[config.mk]
export PLATFORM = sky130hd
export DESIGN_NAME = mac_dot_seq
export DESIGN_NICKNAME = d
export VERILOG_FILES = /design/src/rtl/mac_dot_seq.sv
export SDC_FILE = /design/constraint.sdc
export NUM_CORES = 1
export LEC_CHECK = 0
export ABC_AREA = 1
export BUFFER_PORTS_ARGS = -buffer_cell sky130_fd_sc_hd__buf_2
export CORE_MARGIN = 4
export CORE_UTILIZATION = 51
export DETAILED_ROUTE_END_ITERATION = 8
export HOLD_SLACK_MARGIN = 0.1
export MAX_ROUTING_LAYER = met4
export PLACE_DENSITY_LB_ADDON = 0.15
export SLEW_MARGIN = 20
export SYNTH_ARGS = -nofsm -noshare
export SYNTH_HDL_FRONTEND = slang
export SYNTH_SLANG_ARGS = --single-unit
[constraint.sdc]
create_clock -name clk -period 4 [get_ports clk]
set_input_delay 0.2 -clock clk [delete_from_list [all_inputs] [get_ports clk]]
set_output_delay 0.2 -clock clk [all_outputs]
set_load 0.02 [all_outputs]
[src/rtl/mac_dot_seq.sv]
// Dot-product sequencer for the half-precision MAC: result = bias + sum a[k]*b[k].
// Fetches operand pairs from two synchronous RAMs and feeds the MAC result back as c.
module mac_dot_seq #(
  parameter int ADDR_W  = 8,
  parameter int MAC_LAT = 3
) (
  input  logic              clk,
  input  logic              areset,
  input  logic              start,
  input  logic              abort,
  input  logic [ADDR_W-1:0] len,
  input  logic [ADDR_W-1:0] base_a,
  input  logic [ADDR_W-1:0] base_b,
  input  logic [31:0]       bias,
  output logic              rd_en,
  output logic [ADDR_W-1:0] addr_a,
  output logic [ADDR_W-1:0] addr_b,
  input  logic [15:0]       rdata_a,
  input  logic [15:0]       rdata_b,
  output logic [15:0]       mac_a,
  output logic [15:0]       mac_b,
  output logic [31:0]       mac_c,
  input  logic [31:0]       mac_q,
  output logic              busy,
  output logic              done,
  output logic [31:0]       result
);

  localparam int W_W = (MAC_LAT < 2) ? 1 : $clog2(MAC_LAT + 1);
  localparam logic [W_W-1:0] W_LAST = W_W'(MAC_LAT);
  localparam logic [W_W-1:0] W_PRE  = W_W'(MAC_LAT - 1);

  typedef enum logic [2:0] {IDLE, FETCH, ISSUE, WAIT, DONE} state_t;

  state_t              state;
  logic [ADDR_W-1:0]   k;
  logic [ADDR_W-1:0]   len_r;
  logic [ADDR_W-1:0]   base_a_r;
  logic [ADDR_W-1:0]   base_b_r;
  logic signed [31:0]  acc;
  logic [W_W-1:0]      w;
  logic [ADDR_W:0]     k_ext_inc;
  logic [ADDR_W-1:0]   k_inc;
  logic                more;

  // Extra bit on the compare so k+1 never wraps before it is checked against len.
  assign k_ext_inc = {1'b0, k} + {{ADDR_W{1'b0}}, 1'b1};
  assign k_inc     = k_ext_inc[ADDR_W-1:0];
  assign more      = k_ext_inc < {1'b0, len_r};

  // Operand data arrives from the RAMs in the issue cycle itself, so the MAC feed is decoded.
  assign mac_a = (state == ISSUE) ? rdata_a : '0;
  assign mac_b = (state == ISSUE) ? rdata_b : '0;
  assign mac_c = (state == ISSUE) ? acc     : '0;

  always_ff @(posedge clk or posedge areset) begin
    if (areset) begin
      state    <= IDLE;
      k        <= '0;
      len_r    <= '0;
      base_a_r <= '0;
      base_b_r <= '0;
      acc      <= '0;
      w        <= '0;
      rd_en    <= 1'b0;
      addr_a   <= '0;
      addr_b   <= '0;
      busy     <= 1'b0;
      done     <= 1'b0;
      result   <= '0;
    end else begin
      rd_en <= 1'b0;
      done  <= 1'b0;
      if (state == IDLE) begin
        if (start) begin
          len_r    <= len;
          base_a_r <= base_a;
          base_b_r <= base_b;
          acc      <= bias;
          k        <= '0;
          busy     <= 1'b1;
          if (len != '0) begin
            state  <= FETCH;
            rd_en  <= 1'b1;
            addr_a <= base_a;
            addr_b <= base_b;
          end else begin
            state  <= DONE;
            done   <= 1'b1;
            result <= bias;
          end
        end
      end else if (abort) begin
        state <= IDLE;
        busy  <= 1'b0;
      end else begin
        case (state)
          FETCH: state <= ISSUE;
          ISSUE: begin
            state <= WAIT;
            w     <= W_W'(1);
            // With a single-cycle MAC the look-ahead read lands in the first wait cycle.
            if (MAC_LAT == 1 && more) begin
              rd_en  <= 1'b1;
              addr_a <= base_a_r + k_inc;
              addr_b <= base_b_r + k_inc;
            end
          end
          WAIT: begin
            if (w == W_LAST) begin
              acc <= mac_q;
              k   <= k_inc;
              if (more) begin
                state <= ISSUE;
              end else begin
                state  <= DONE;
                done   <= 1'b1;
                result <= mac_q;
              end
            end else begin
              w <= w + W_W'(1);
              if (w == W_PRE && more) begin
                rd_en  <= 1'b1;
                addr_a <= base_a_r + k_inc;
                addr_b <= base_b_r + k_inc;
              end
            end
          end
          DONE: begin
            state <= IDLE;
            busy  <= 1'b0;
          end
          default: begin
            state <= IDLE;
            busy  <= 1'b0;
          end
        endcase
      end
    end
  end

endmodule
==> results of run 1 <==
## through the flow
step	hold WS, ns	instance area (µm²)
global route	0.127	9050
finish	0.107	9050
CTS	0.101	9050
floorplan	0.359	6830
global placement	0.472	8050
detailed placement	0.472	8050
## registers in the layout (all words and copies together) (netlist names), 8 cells and up
name      count
base_b_r      8
len_r         8
acc          32
result       32
base_a_r      8
k             8
addr_b        8
addr_a        8
## layer usage
| metal | vias up | track usage (%) | share of wire [%] |
|---|---|---|---|
| met5 | - | - | 0 |
| met4 | 0 | 9.83 | 2.7 |
| met3 | 40 | 5.50 | 7.7 |
| met2 | 280 | 40.3 | 47 |
| met1 | 3158 | 34.4 | 43 |
| li1 | 3454 | - | - |
## tightest hold or removal path, delay by kind of cell
kind,cells,cell delay [ns]
and+or+nand+nor,4,0.21
buffers and inverters,1,0.07
## how the worst max path moves through the flow
stage | from | to | slack [ns] | cells after the start
finish | k[0]$_DFFE_PP0P_ | result[22]$_DFFE_PP0P_ | 0.84 | 16
detailed placement | k[0]$_DFFE_PP0P_ | result[4]$_DFFE_PP0P_ | 0.83 | 16
global route | k[1]$_DFFE_PP0P_ | result[30]$_DFFE_PP0P_ | 0.54 | 16
floorplan | areset | acc[0]$_DFFE_PP0P_ | 0.61 | 1
global placement | k[0]$_DFFE_PP0P_ | result[18]$_DFFE_PP0P_ | 0.96 | 16
CTS | k[0]$_DFFE_PP0P_ | result[22]$_DFFE_PP0P_ | 0.82 | 16
## cell usage after synthesis, drive strengths merged
cell and number:
clkinv 1, nand3 89, inv 143, dfrtp 120, buf 33, nor3 1
fa 2, clkbuf 9, xor2 4, nand4 12, o21ai 77, or2 4
mux2 1, nand2 323, o22ai 4, nor2 84, a21oi 13, and3 1
ha 24, o221ai 1, o31ai 1
## final cells by class
class	instances	area, µm²	share of cell area (%)
inverters	144	549	6.07
multi-input cells	641	3040	33.6
well taps	176	220	2.43
clock buffers	22	474	5.24
clock inverters	9	123	1.35
repair buffers	284	1640	18.1
flip-flops and latches	120	3000	33.2
## cell families after synthesis
group | share of synthesized area, %
buf+inv | 11.5
fa+ha+maj | 4.98
simple gates | 31.5
mux | 0.165
flops | 44.0
xor+xnor | 0.513
compound gates | 7.37
## power breakdown
part | switching [mW] | total (mW) | internal, mW
Combinational | 1.69 | 2.53 | 0.840
Clock | 0.532 | 1.55 | 1.02
Sequential | 0.200 | 1.82 | 1.62
Total | 2.42 | 5.90 | 3.48
==> out/qor_table.md, run 1 <==
| Result | This run |
|:---|:---|
| Outcome | completed |
| Number of buffers and inverters on the critical path | 1 |
| Io pins | 239 |
| Fillers | 1139 |
| Estimated wirelength of the detail-placed design | 13200 µm |
| Reported max-cap violation count | 0 |
| Post-synthesis cell type count | 33 |
| Worst-case clock buffer depth | 2 |
| Growth of design area from synthesis to finish | 32.5% |
| Number of buffers inserted during clock tree synthesis | 17 |
| Vertical die dimension | 124 µm |
| Most prevalent standard cell on the critical path | sky130_fd_sc_hd__nand2_1 |
| Most area-hungry cell type in the Yosys netlist | sky130_fd_sc_hd__dfrtp_1 |
| Setup crit end kind | flip-flop |
| Post-synthesis cell count | 947 |
| Total routed wirelength | 19700 µm |
| Reg-to-reg endpoint | result[22]$_DFFE_PP0P_ |
| Level count of the clock H-tree | 4 |
| Aggregate global-route resource usage | 26.2% |
| Share of synthesized area occupied by flip-flops and latches | 44.0% |
| Clock tree from TritonCTS | done |
| Post-detailed-route DRC marker count | 0 |
| CTS sink cnt | 120 |
| Max Fclk | 317 MHz |
| Setup repair after global routing missed its margin | false |
| Endpoint with the worst hold slack | result[30]$_DFFE_PP0P_ |
| Peak per-stage delay on the critical path | 0.39 ns |
| Post-CTS Setup Inserts | 0 |
| Number of vias per cell | 4.97 |
| Final period demand of the worst path | 3.16 ns |
| Critical setup path kind | flip-flop to flip-flop |
| First-iteration detailed-routing DRC count | 466 |
| Sum Neg Setup Slack | 0 ns |
| Initial Utilization | 51.8% |
| First-pass detailed-route iteration total | 6 |
| Gp weighted congestion | 0.906 |
| Vias in the first global route | 6315 |
| Data arrival time of the critical path | 3.46 ns |
| Worst VDD drop | 0.357 mV |
| Cell with the largest stage delay on the worst path | sky130_fd_sc_hd__dfrtp_1 |
| Most frequent standard cell in the layout excluding fill and tap cells | sky130_fd_sc_hd__nand2_1 |
| Crit Path Max Fanout | 33 |
| Number of stages on the worst hold path | 5 |
| Number of endpoints failing setup at the final stage | 0 |
| Clock transition at path regs | 0.05 ns |
| Power density over the cells | 652 nW/µm² |
| Clock tree root driver cell | sky130_fd_sc_hd__clkbuf_16 |
| Worst setup slack for register-to-register paths | 0.84 ns |
| Antenna violations before repair | 0 |
| Pin count of the biggest net entering global routing | 78 |
| Worst min path class | input port to flip-flop |
| Final worst setup slack | 0.845 ns |
| Number of nets in the synthesized netlist | 1097 |
| Endpoint required time on the critical path | 4.30 ns |
| Start of the worst register-to-register path | k[0]$_DFFE_PP0P_ |
| Remaining global-route overflow | 0 |
| Crit start category | flip-flop |
| Final instance count without filler cells | 1396 |
| Clock skew | 0.00711 ns |
| Cell count after placement | 1325 |
| Post-route core utilization | 68.6% |
| Kind of cell with the highest combined delay on the critical path | simple AND/OR/NAND/NOR gates |
| Routed length per instance | 14.1 µm |
| Setup slack after placement | 0.833 ns |
| #FFs+latches synth | 120 |
| Number of core rows | 42 |
| Warnings from Yosys | 0 |
| Number of nets with antenna violations after routing | 0 |
| Layout net count | 1358 |
| Area inside the core boundary | 13200 µm² |
| Most frequent cells in the layout | 316 x sky130_fd_sc_hd__nand2_1, 238 x sky130_fd_sc_hd__buf_2, 137 x sky130_fd_sc_hd__inv_1 |
| Fraction of post-synthesis cell area in the top cell type by area | 44.0% |
| Overall Power | 5.90 mW |
| Diode insertion count for antenna repair | 0 |
| Layout cell share with drive strength beyond 1 | 24.6% |
| First-pass GRT wire length | 30400 µm |
| Die Outline Area | 15300 µm² |
| Cell chain of the critical path | ha_1, nand2_1, inv_2, nand2_1, xor2_1, ha_1, nand2_1, nand2_1, nand2_1, nand2_1, nor2_2, nand2_1, nand3_2, nand2_4, nand2_1, nand2_1 |
| Post-route clock period utilization | 78.9% |
| Biggest area contributors in the synthesized netlist | sky130_fd_sc_hd__dfrtp_1 44%, sky130_fd_sc_hd__nand2_1 17%, sky130_fd_sc_hd__inv_1 7.6%, sky130_fd_sc_hd__nand3_1 6.4%, sky130_fd_sc_hd__ha_1 4.4% |
| Cell count of the worst reg-to-reg path | 16 |
| Clock latency of the later-clocked register in the worst-skew pair | 0.42 ns |
| Worst slew margin relative to its limit | 34.4% |
| Hold Violations, Final | 0 |
| Mean instance size in the synthesized netlist | 7.21 µm² |
| Hold-fix buffer count after cts | 40 |
| Via Count | 6932 |
| Netlist Area Pre-Place | 6830 µm² |
| Post-cts resize count | 0 |
| Die span in x | 124 µm |
| Count of input and output buffers | 238 |
| Least-Margin Pin Slew | 0.981 ns |
| Hold Startpoint | mac_q[30] |
| Static leakage | 5.45 nW |
| Fin. max-slew vios | 0 |
No activity file was read; power rests on OpenSTA's default activity.
==> run 2, diff against run 1 <==
--- a/config.mk
+++ b/config.mk
@@ -8,7 +8,7 @@
 export ABC_AREA = 1
 export BUFFER_PORTS_ARGS = -buffer_cell sky130_fd_sc_hd__buf_2
 export CORE_MARGIN = 4
-export CORE_UTILIZATION = 51
+export CORE_UTILIZATION = 46
 export DETAILED_ROUTE_END_ITERATION = 8
 export HOLD_SLACK_MARGIN = 0.1
 export MAX_ROUTING_LAYER = met4
==> constraint.sdc (replaced) <==
create_clock -name clk -period 2.72 [get_ports clk]
set_input_delay 0.136 -clock clk [delete_from_list [all_inputs] [get_ports clk]]
set_output_delay 0.136 -clock clk [all_outputs]
set_load 0.02 [all_outputs]
==> out/qor_table.md, run 2 (synthesis gave the netlist of run 1 again) <==
| Result | This run | Change |
|:---|:---|:---|
| Reported max-cap violation count | 0 | unchanged |
| Remaining global-route overflow | 0 | unchanged |
| Static leakage | 5.81 nW | +6.6% |
| Layout net count | 1428 | +5.2% |
| Layout cell share with drive strength beyond 1 | 24.9% | +0.27 points |
| Number of nets with antenna violations after routing | 0 | unchanged |
| Hold Violations, Final | 0 | unchanged |
| Number of buffers and inverters on the critical path | 3 | +2 |
| Cell chain of the critical path | ha_2, nand2_2, nor2_2, xor2_1, inv_1, ha_1, nand2_1, inv_1, nand4_1, nand2_1, nand2_2, nand2_2, nand3_4, buf_6, nand3_1, nand2_1 |  |
| Fin. max-slew vios | 0 | unchanged |
| Max Fclk | 392 MHz | +24% |
| Worst VDD drop | 0.535 mV | +50% |
| Area inside the core boundary | 14500 µm² | +10% |
| Vertical die dimension | 130 µm | +5.0% |
| WHS | 0.107 ns | +0.000334 ns |
| Peak per-stage delay on the critical path | 0.39 ns | about the same |
| Clock tree from TritonCTS | done |  |
| Worst slew margin relative to its limit | 37.0% | +2.7 points |
| Setup crit end kind | flip-flop |  |
| Count of input and output buffers | 238 | unchanged |
| Level count of the clock H-tree | 4 | unchanged |
| Via Count | 7323 | +5.6% |
| Growth of design area from synthesis to finish | 44.7% |  |
| Clock skew | 0.00956 ns | +0.00245 ns |
| Fillers | 1224 | +7.5% |
| Diode insertion count for antenna repair | 0 | unchanged |
| Cell with the largest stage delay on the worst path | sky130_fd_sc_hd__dfrtp_1 |  |
| Biggest registers after layout | acc x32, result x32 |  |
| Critical setup path kind | flip-flop to flip-flop |  |
| Most frequent standard cell in the layout excluding fill and tap cells | sky130_fd_sc_hd__nand2_1 |  |
| Number of vias per cell | 4.96 | about the same |
| Clock tree root driver cell | sky130_fd_sc_hd__clkbuf_16 |  |
| Kind of cell with the highest combined delay on the critical path | simple AND/OR/NAND/NOR gates |  |
| Worst-case clock buffer depth | 2 | unchanged |
| Endpoint required time on the critical path | 3.02 ns | -1.28 ns |
| Number of endpoints failing setup at the final stage | 0 | unchanged |
| Power density over the cells | 919 nW/µm² | +41% |
| Post-detailed-route DRC marker count | 0 | unchanged |
| Pin count of the biggest net entering global routing | 66 | -15% |
| CTS sink cnt | 120 | unchanged |
| Io pins | 239 | unchanged |
| Outcome | completed |  |
| Overall Power | 9.09 mW | +54% |
| Initial Utilization | 47.0% | -4.8 points |
| Data arrival time of the critical path | 2.85 ns | -0.61 ns |
| Crit start category | flip-flop |  |
| Die Outline Area | 16900 µm² | +10% |
| Antenna violations before repair | 0 | unchanged |
| Number of core rows | 44 | +4.8% |
| Estimated wirelength of the detail-placed design | 13800 µm | +3.9% |
| Gp weighted congestion | 0.878 | -3.1% |
| Post-route clock period utilization | 93.9% | +15 points |
| Worst min path class | input port to flip-flop |  |
| Most frequent cells in the layout | 313 x sky130_fd_sc_hd__nand2_1, 238 x sky130_fd_sc_hd__buf_2, 137 x sky130_fd_sc_hd__inv_1 |  |
| Number of buffers inserted during clock tree synthesis | 17 | unchanged |
| Die span in x | 130 µm | +5.0% |
| Routed length per instance | 14.7 µm | +4.6% |
| First-iteration detailed-routing DRC count | 436 | -6.4% |
| Crit Path Max Fanout | 8 | -76% |
| First-pass detailed-route iteration total | 5 | -1 |
| Least-Margin Pin Slew | 0.942 ns | -0.0385 ns |
| Final period demand of the worst path | 2.55 ns | -0.602 ns |
| First-pass GRT wire length | 33400 µm | +9.6% |
| Clock latency of the later-clocked register in the worst-skew pair | 0.41 ns | about the same |
| Aggregate global-route resource usage | 25.6% | -0.62 points |
| Vias in the first global route | 6950 | +10% |
| Clock transition at path regs | 0.06 ns | about the same |
| Total routed wirelength | 21700 µm | +11% |
[run 2: power breakdown]
group	internal, mW	switching (mW)	total [mW]
logic	1.58	2.62	4.19
clock network	1.42	0.801	2.22
registers	2.38	0.291	2.67
total	5.38	3.71	9.09
[run 2: path summary, 6_finish.rpt]
path | cells past startpoint | endpoint | slack, ns | startpoint
setup reg to reg | 16 | result[1]$_DFFE_PP0P_ | 0.17 | k[1]$_DFFE_PP0P_
hold reg to reg | 2 | len_r[7]$_DFFE_PP0P_ | 0.49 | len_r[7]$_DFFE_PP0P_
min in group asynchronous | 3 | w[1]$_DFFE_PP0P_ | 0.50 | areset
setup / recovery | 16 | result[1]$_DFFE_PP0P_ | 0.17 | k[1]$_DFFE_PP0P_
hold / removal | 5 | result[3]$_DFFE_PP0P_ | 0.11 | bias[3]
max in group asynchronous | 4 | result[8]$_DFFE_PP0P_ | 1.46 | areset
[run 2: layout make-up]
type,count,area [µm²],area share (%)
clock buffer,25,485,4.91
inverter,144,549,5.56
tap,184,230,2.33
clock inverter,7,92.6,0.937
multi-input combinational,643,3130,31.7
sequential,120,3000,30.4
timing repair buffer,352,2390,24.2
[run 2: through the flow]
stage / utilization [%] / TNS [ns] / cells / setup WS [ns] / instance area [µm²]
after global placement: 56.1 / 0 / 1339 / 0.196 / 8160
after detailed placement: 56.1 / 0 / 1339 / 0.0690 / 8160
after CTS: 66.7 / 0 / 1467 / 0.0572 / 9700
after floorplan: - / 0 / 947 / 0.382 / 6830
final: 68.0 / 0 / 1475 / 0.167 / 9880
after global routing: 68.0 / -0.453 / 1475 / -0.0427 / 9880
[run 2: worst register-to-register path, stage by stage, from the launching register on]
cell	delay, ns
sky130_fd_sc_hd__dfrtp_1	0.39
sky130_fd_sc_hd__ha_2	0.20
sky130_fd_sc_hd__nand2_2	0.07
sky130_fd_sc_hd__nor2_2	0.10
sky130_fd_sc_hd__xor2_1	0.18
sky130_fd_sc_hd__inv_1	0.08
sky130_fd_sc_hd__ha_1	0.29
sky130_fd_sc_hd__nand2_1	0.06
sky130_fd_sc_hd__inv_1	0.07
sky130_fd_sc_hd__nand4_1	0.07
sky130_fd_sc_hd__nand2_1	0.09
sky130_fd_sc_hd__nand2_2	0.08
sky130_fd_sc_hd__nand2_2	0.10
sky130_fd_sc_hd__nand3_4	0.24
sky130_fd_sc_hd__buf_6	0.26
sky130_fd_sc_hd__nand3_1	0.09
sky130_fd_sc_hd__nand2_1	0.08
[run 2: per-layer routing]
layer | track usage [%] | wire, µm | up-vias
li1 | - | - | 3599
met1 | 32.2 | 9180 | 3388
met2 | 41.2 | 10400 | 292
met3 | 5.16 | 1530 | 44
met4 | 9.23 | 621 | 0
met5 | - | 0 | -
[run 2: timing repair]
| item | in CTS | in global routing |
|---|---|---|
| resized for setup | 0 | 13 |
| hold buffers | 96 | 0 |
| setup endpoints to repair | 0 | 33 |
| buffers inserted | 0 | 2 |
| endpoints found under the hold margin | 128 | 0 |
==> run 3, diff against run 2 <==
--- a/config.mk
+++ b/config.mk
@@ -9,6 +9,7 @@
 export BUFFER_PORTS_ARGS = -buffer_cell sky130_fd_sc_hd__buf_2
 export CORE_MARGIN = 4
 export CORE_UTILIZATION = 46
+export CTS_BUF_LIST = sky130_fd_sc_hd__clkbuf_8 sky130_fd_sc_hd__clkbuf_16
 export DETAILED_ROUTE_END_ITERATION = 8
 export HOLD_SLACK_MARGIN = 0.1
 export MAX_ROUTING_LAYER = met4
==> out/qor_table.md, run 3 (synthesis gave the netlist of run 1 again) <==
| Result | This run | Change |
|:---|:---|:---|
| Cell-internal power | 5.36 mW | -0.35% |
| Reg-to-reg endpoint | result[1]$_DFFE_PP0P_ |  |
| Clock transition at path regs | 0.06 ns | about the same |
| Diode insertion count for antenna repair | 0 | unchanged |
| Sum Neg Setup Slack | 0 ns | unchanged |
| Die span in x | 130 µm | unchanged |
| Critical setup path kind | flip-flop to flip-flop |  |
| Fillers | 1219 | -0.41% |
| Post-route clock period utilization | 93.3% | -0.58 points |
| Worst setup slack for register-to-register paths | 0.18 ns | +0.02 ns |
| Start of the worst register-to-register path | k[0]$_DFFE_PP0P_ |  |
| Vias in the first global route | 6950 | unchanged |
| Total cell area at the placement stage | 8160 µm² | unchanged |
| Final period demand of the worst path | 2.54 ns | -0.0157 ns |
| Initial Utilization | 47.0% | unchanged |
| Routed length on met2 | 10600 µm | +1.8% |
| Static leakage | 5.85 nW | +0.83% |
| Power density over the cells | 915 nW/µm² | -0.54% |
| Estimated wirelength of the detail-placed design | 13800 µm | unchanged |
| Die Outline Area | 16900 µm² | unchanged |
| Via Count | 7333 | +0.14% |
| Crit Path Max Fanout | 16 | +8 |
| First-pass detailed-route iteration total | 5 | unchanged |
| Least-Margin Pin Slew | 0.947 ns | +0.00460 ns |
| Layout cell share with drive strength beyond 1 | 25.1% | +0.21 points |
| Storage element area | 3000 µm² | unchanged |
| Most frequent cells in the layout | 313 x sky130_fd_sc_hd__nand2_1, 238 x sky130_fd_sc_hd__buf_2, 142 x sky130_fd_sc_hd__inv_1 |  |
| Routed length per instance | 14.8 µm | +0.30% |
| First-iteration detailed-routing DRC count | 490 | +12% |
| Post-detailed-route DRC marker count | 0 | unchanged |
| Worst min path class | input port to flip-flop |  |
| Antenna violations before repair | 0 | unchanged |
| CTS sink cnt | 120 | unchanged |
| Outcome | completed |  |
| Share of power burned in combinational logic | 46.2% | about the same |
| Clock latency of the later-clocked register in the worst-skew pair | 0.42 ns | about the same |
| Worst-case clock buffer depth | 2 | unchanged |
| Clock tree from TritonCTS | done |  |
| Worst VDD drop | 0.534 mV | -0.20% |
| Endpoint required time on the critical path | 3.02 ns | about the same |
| Crit start category | flip-flop |  |
| Vertical die dimension | 130 µm | unchanged |
| Io pins | 239 | unchanged |
| Growth of design area from synthesis to finish | 45.4% |  |
| Met3 wire length | 1420 µm | -6.9% |
| Worst slew margin relative to its limit | 36.7% | -0.31 points |
| Total routed wirelength | 21900 µm | +0.64% |
| Routed met1 length | 9270 µm | +0.95% |
| Reported max-cap violation count | 0 | unchanged |
| Gp weighted congestion | 0.878 | unchanged |
| Number of buffers inserted during clock tree synthesis | 17 | unchanged |
| Sequential power share | 29.4% | about the same |
| Cell count after placement | 1339 | unchanged |
| Final instance count without filler cells | 1480 | +0.34% |
| Net Sw Power | 3.72 mW | +0.29% |
| Most frequent standard cell in the layout excluding fill and tap cells | sky130_fd_sc_hd__nand2_1 |  |
| Number of vias per cell | 4.95 | -0.20% |
| Number of endpoints failing setup at the final stage | 0 | unchanged |
| Number of stages on the worst hold path | 5 | unchanged |
| Biggest registers after layout | acc x32, result x32 |  |
| Pin count of the biggest net entering global routing | 66 | unchanged |
| Max layer used | met4 |  |
| Setup crit end kind | flip-flop |  |
| Endpoint with the worst hold slack | acc[27]$_DFFE_PP0P_ |  |
| Level count of the clock H-tree | 4 | unchanged |
| Clock skew | 0.0114 ns | +0.00189 ns |
| Multi-input combinational cell area | 3120 µm² | -0.16% |
| Data arrival time of the critical path | 2.84 ns | about the same |
| Post-route cell area | 9930 µm² | +0.46% |
| First-pass GRT wire length | 33400 µm | unchanged |
| Hold Violations, Final | 0 | unchanged |
| Number of core rows | 44 | unchanged |
| Number of nets with antenna violations after routing | 0 | unchanged |
| Area inside the core boundary | 14500 µm² | unchanged |
| Net switching fraction of the power | 41.0% | +0.16 points |
| Max Fclk | 394 MHz | +0.62% |
| Count of input and output buffers | 238 | unchanged |
| Aggregate global-route resource usage | 25.6% | unchanged |
| Remaining global-route overflow | 0 | unchanged |
| Layout net count | 1433 | +0.35% |
| Clock tree root driver cell | sky130_fd_sc_hd__clkbuf_16 |  |
| Hold Startpoint | mac_q[27] |  |
| Proportion of power drawn by the clock network | 24.3% | about the same |
| Cell count of the worst reg-to-reg path | 16 | unchanged |
| Overall Power | 9.08 mW | about the same |
| Fin. max-slew vios | 0 | unchanged |
run 3: cell count changes in the layout (fill, tap and decap cells not counted), sizes merged:
cell,previous run,this run
clkbuf,28,23
inv,142,147
buf,253,258
run 3: power by group through the flow:
stage | Clock [mW] | Combinational [mW] | Sequential (mW)
detailed placement | 0 | 3.69 | 2.69
finish | 2.21 | 4.20 | 2.67
global placement | 0 | 3.65 | 2.69
CTS | 2.22 | 4.15 | 2.67
global route | 2.31 | 4.71 | 2.75
floorplan | 0 | 2.51 | 2.83
run 3: through the flow:
step                      hold slack, ns  worst slack [ns]  utilization (%)
after floorplan                    0.295             0.382                -
after global placement             0.379             0.196             56.1
after detailed placement           0.384            0.0690             56.1
after CTS                          0.102            0.0574             66.7
after global routing               0.138         -0.000669             68.3
final                              0.106             0.182             68.3
run 3: final cells by class:
class,count,share of cell area (%)
multi-input combinational,643,31.5
sequential,120,30.2
timing repair buffer,357,24.6
inverter,144,5.53
clock buffer,20,4.70
tap,184,2.32
clock inverter,12,1.12
run 3: timing repair:
action | in CTS | in global routing
setup buffers | 0 | 7
setup endpoints to repair | 0 | 33
gates resized for setup | 0 | 12
hold buffers | 96 | 0
hold endpoints to repair | 128 | 0
run 3: worst max-delay path by stage:
stage                           from                     end  cells past startpoint
global route        k[0]$_DFFE_PP0P_   result[1]$_DFFE_PP0P_                     16
detailed placement  k[0]$_DFFE_PP0P_   result[6]$_DFFE_PP0P_                     15
global placement    k[0]$_DFFE_PP0P_  result[12]$_DFFE_PP0P_                     15
finish              k[0]$_DFFE_PP0P_   result[1]$_DFFE_PP0P_                     16
CTS                 k[0]$_DFFE_PP0P_  result[13]$_DFFE_PP0P_                     15
floorplan           k[0]$_DFFE_PP0P_  result[10]$_DFFE_PP0P_                     17
run 3: routing by layer:
layer	vias up	global-route usage, %
met1	3409	32.2
met4	0	9.23
met3	45	5.16
li1	3606	-
met5	-	-
met2	273	41.2
run 3: critical path, stage by stage (launching register included):
cell and delay, ns:
sky130_fd_sc_hd__dfrtp_1 0.38, sky130_fd_sc_hd__inv_1 0.14, sky130_fd_sc_hd__nor3_1 0.28, sky130_fd_sc_hd__xor2_1 0.22, sky130_fd_sc_hd__inv_1 0.14, sky130_fd_sc_hd__ha_1 0.20, sky130_fd_sc_hd__nand2_1 0.05, sky130_fd_sc_hd__nand2_1 0.05
sky130_fd_sc_hd__nand2_1 0.06, sky130_fd_sc_hd__nand2_1 0.06, sky130_fd_sc_hd__nor2_2 0.17, sky130_fd_sc_hd__nand2_2 0.10, sky130_fd_sc_hd__nand3_4 0.11, sky130_fd_sc_hd__buf_4 0.16, sky130_fd_sc_hd__nand2_8 0.11, sky130_fd_sc_hd__nand2_1 0.12
sky130_fd_sc_hd__nand2_1 0.07
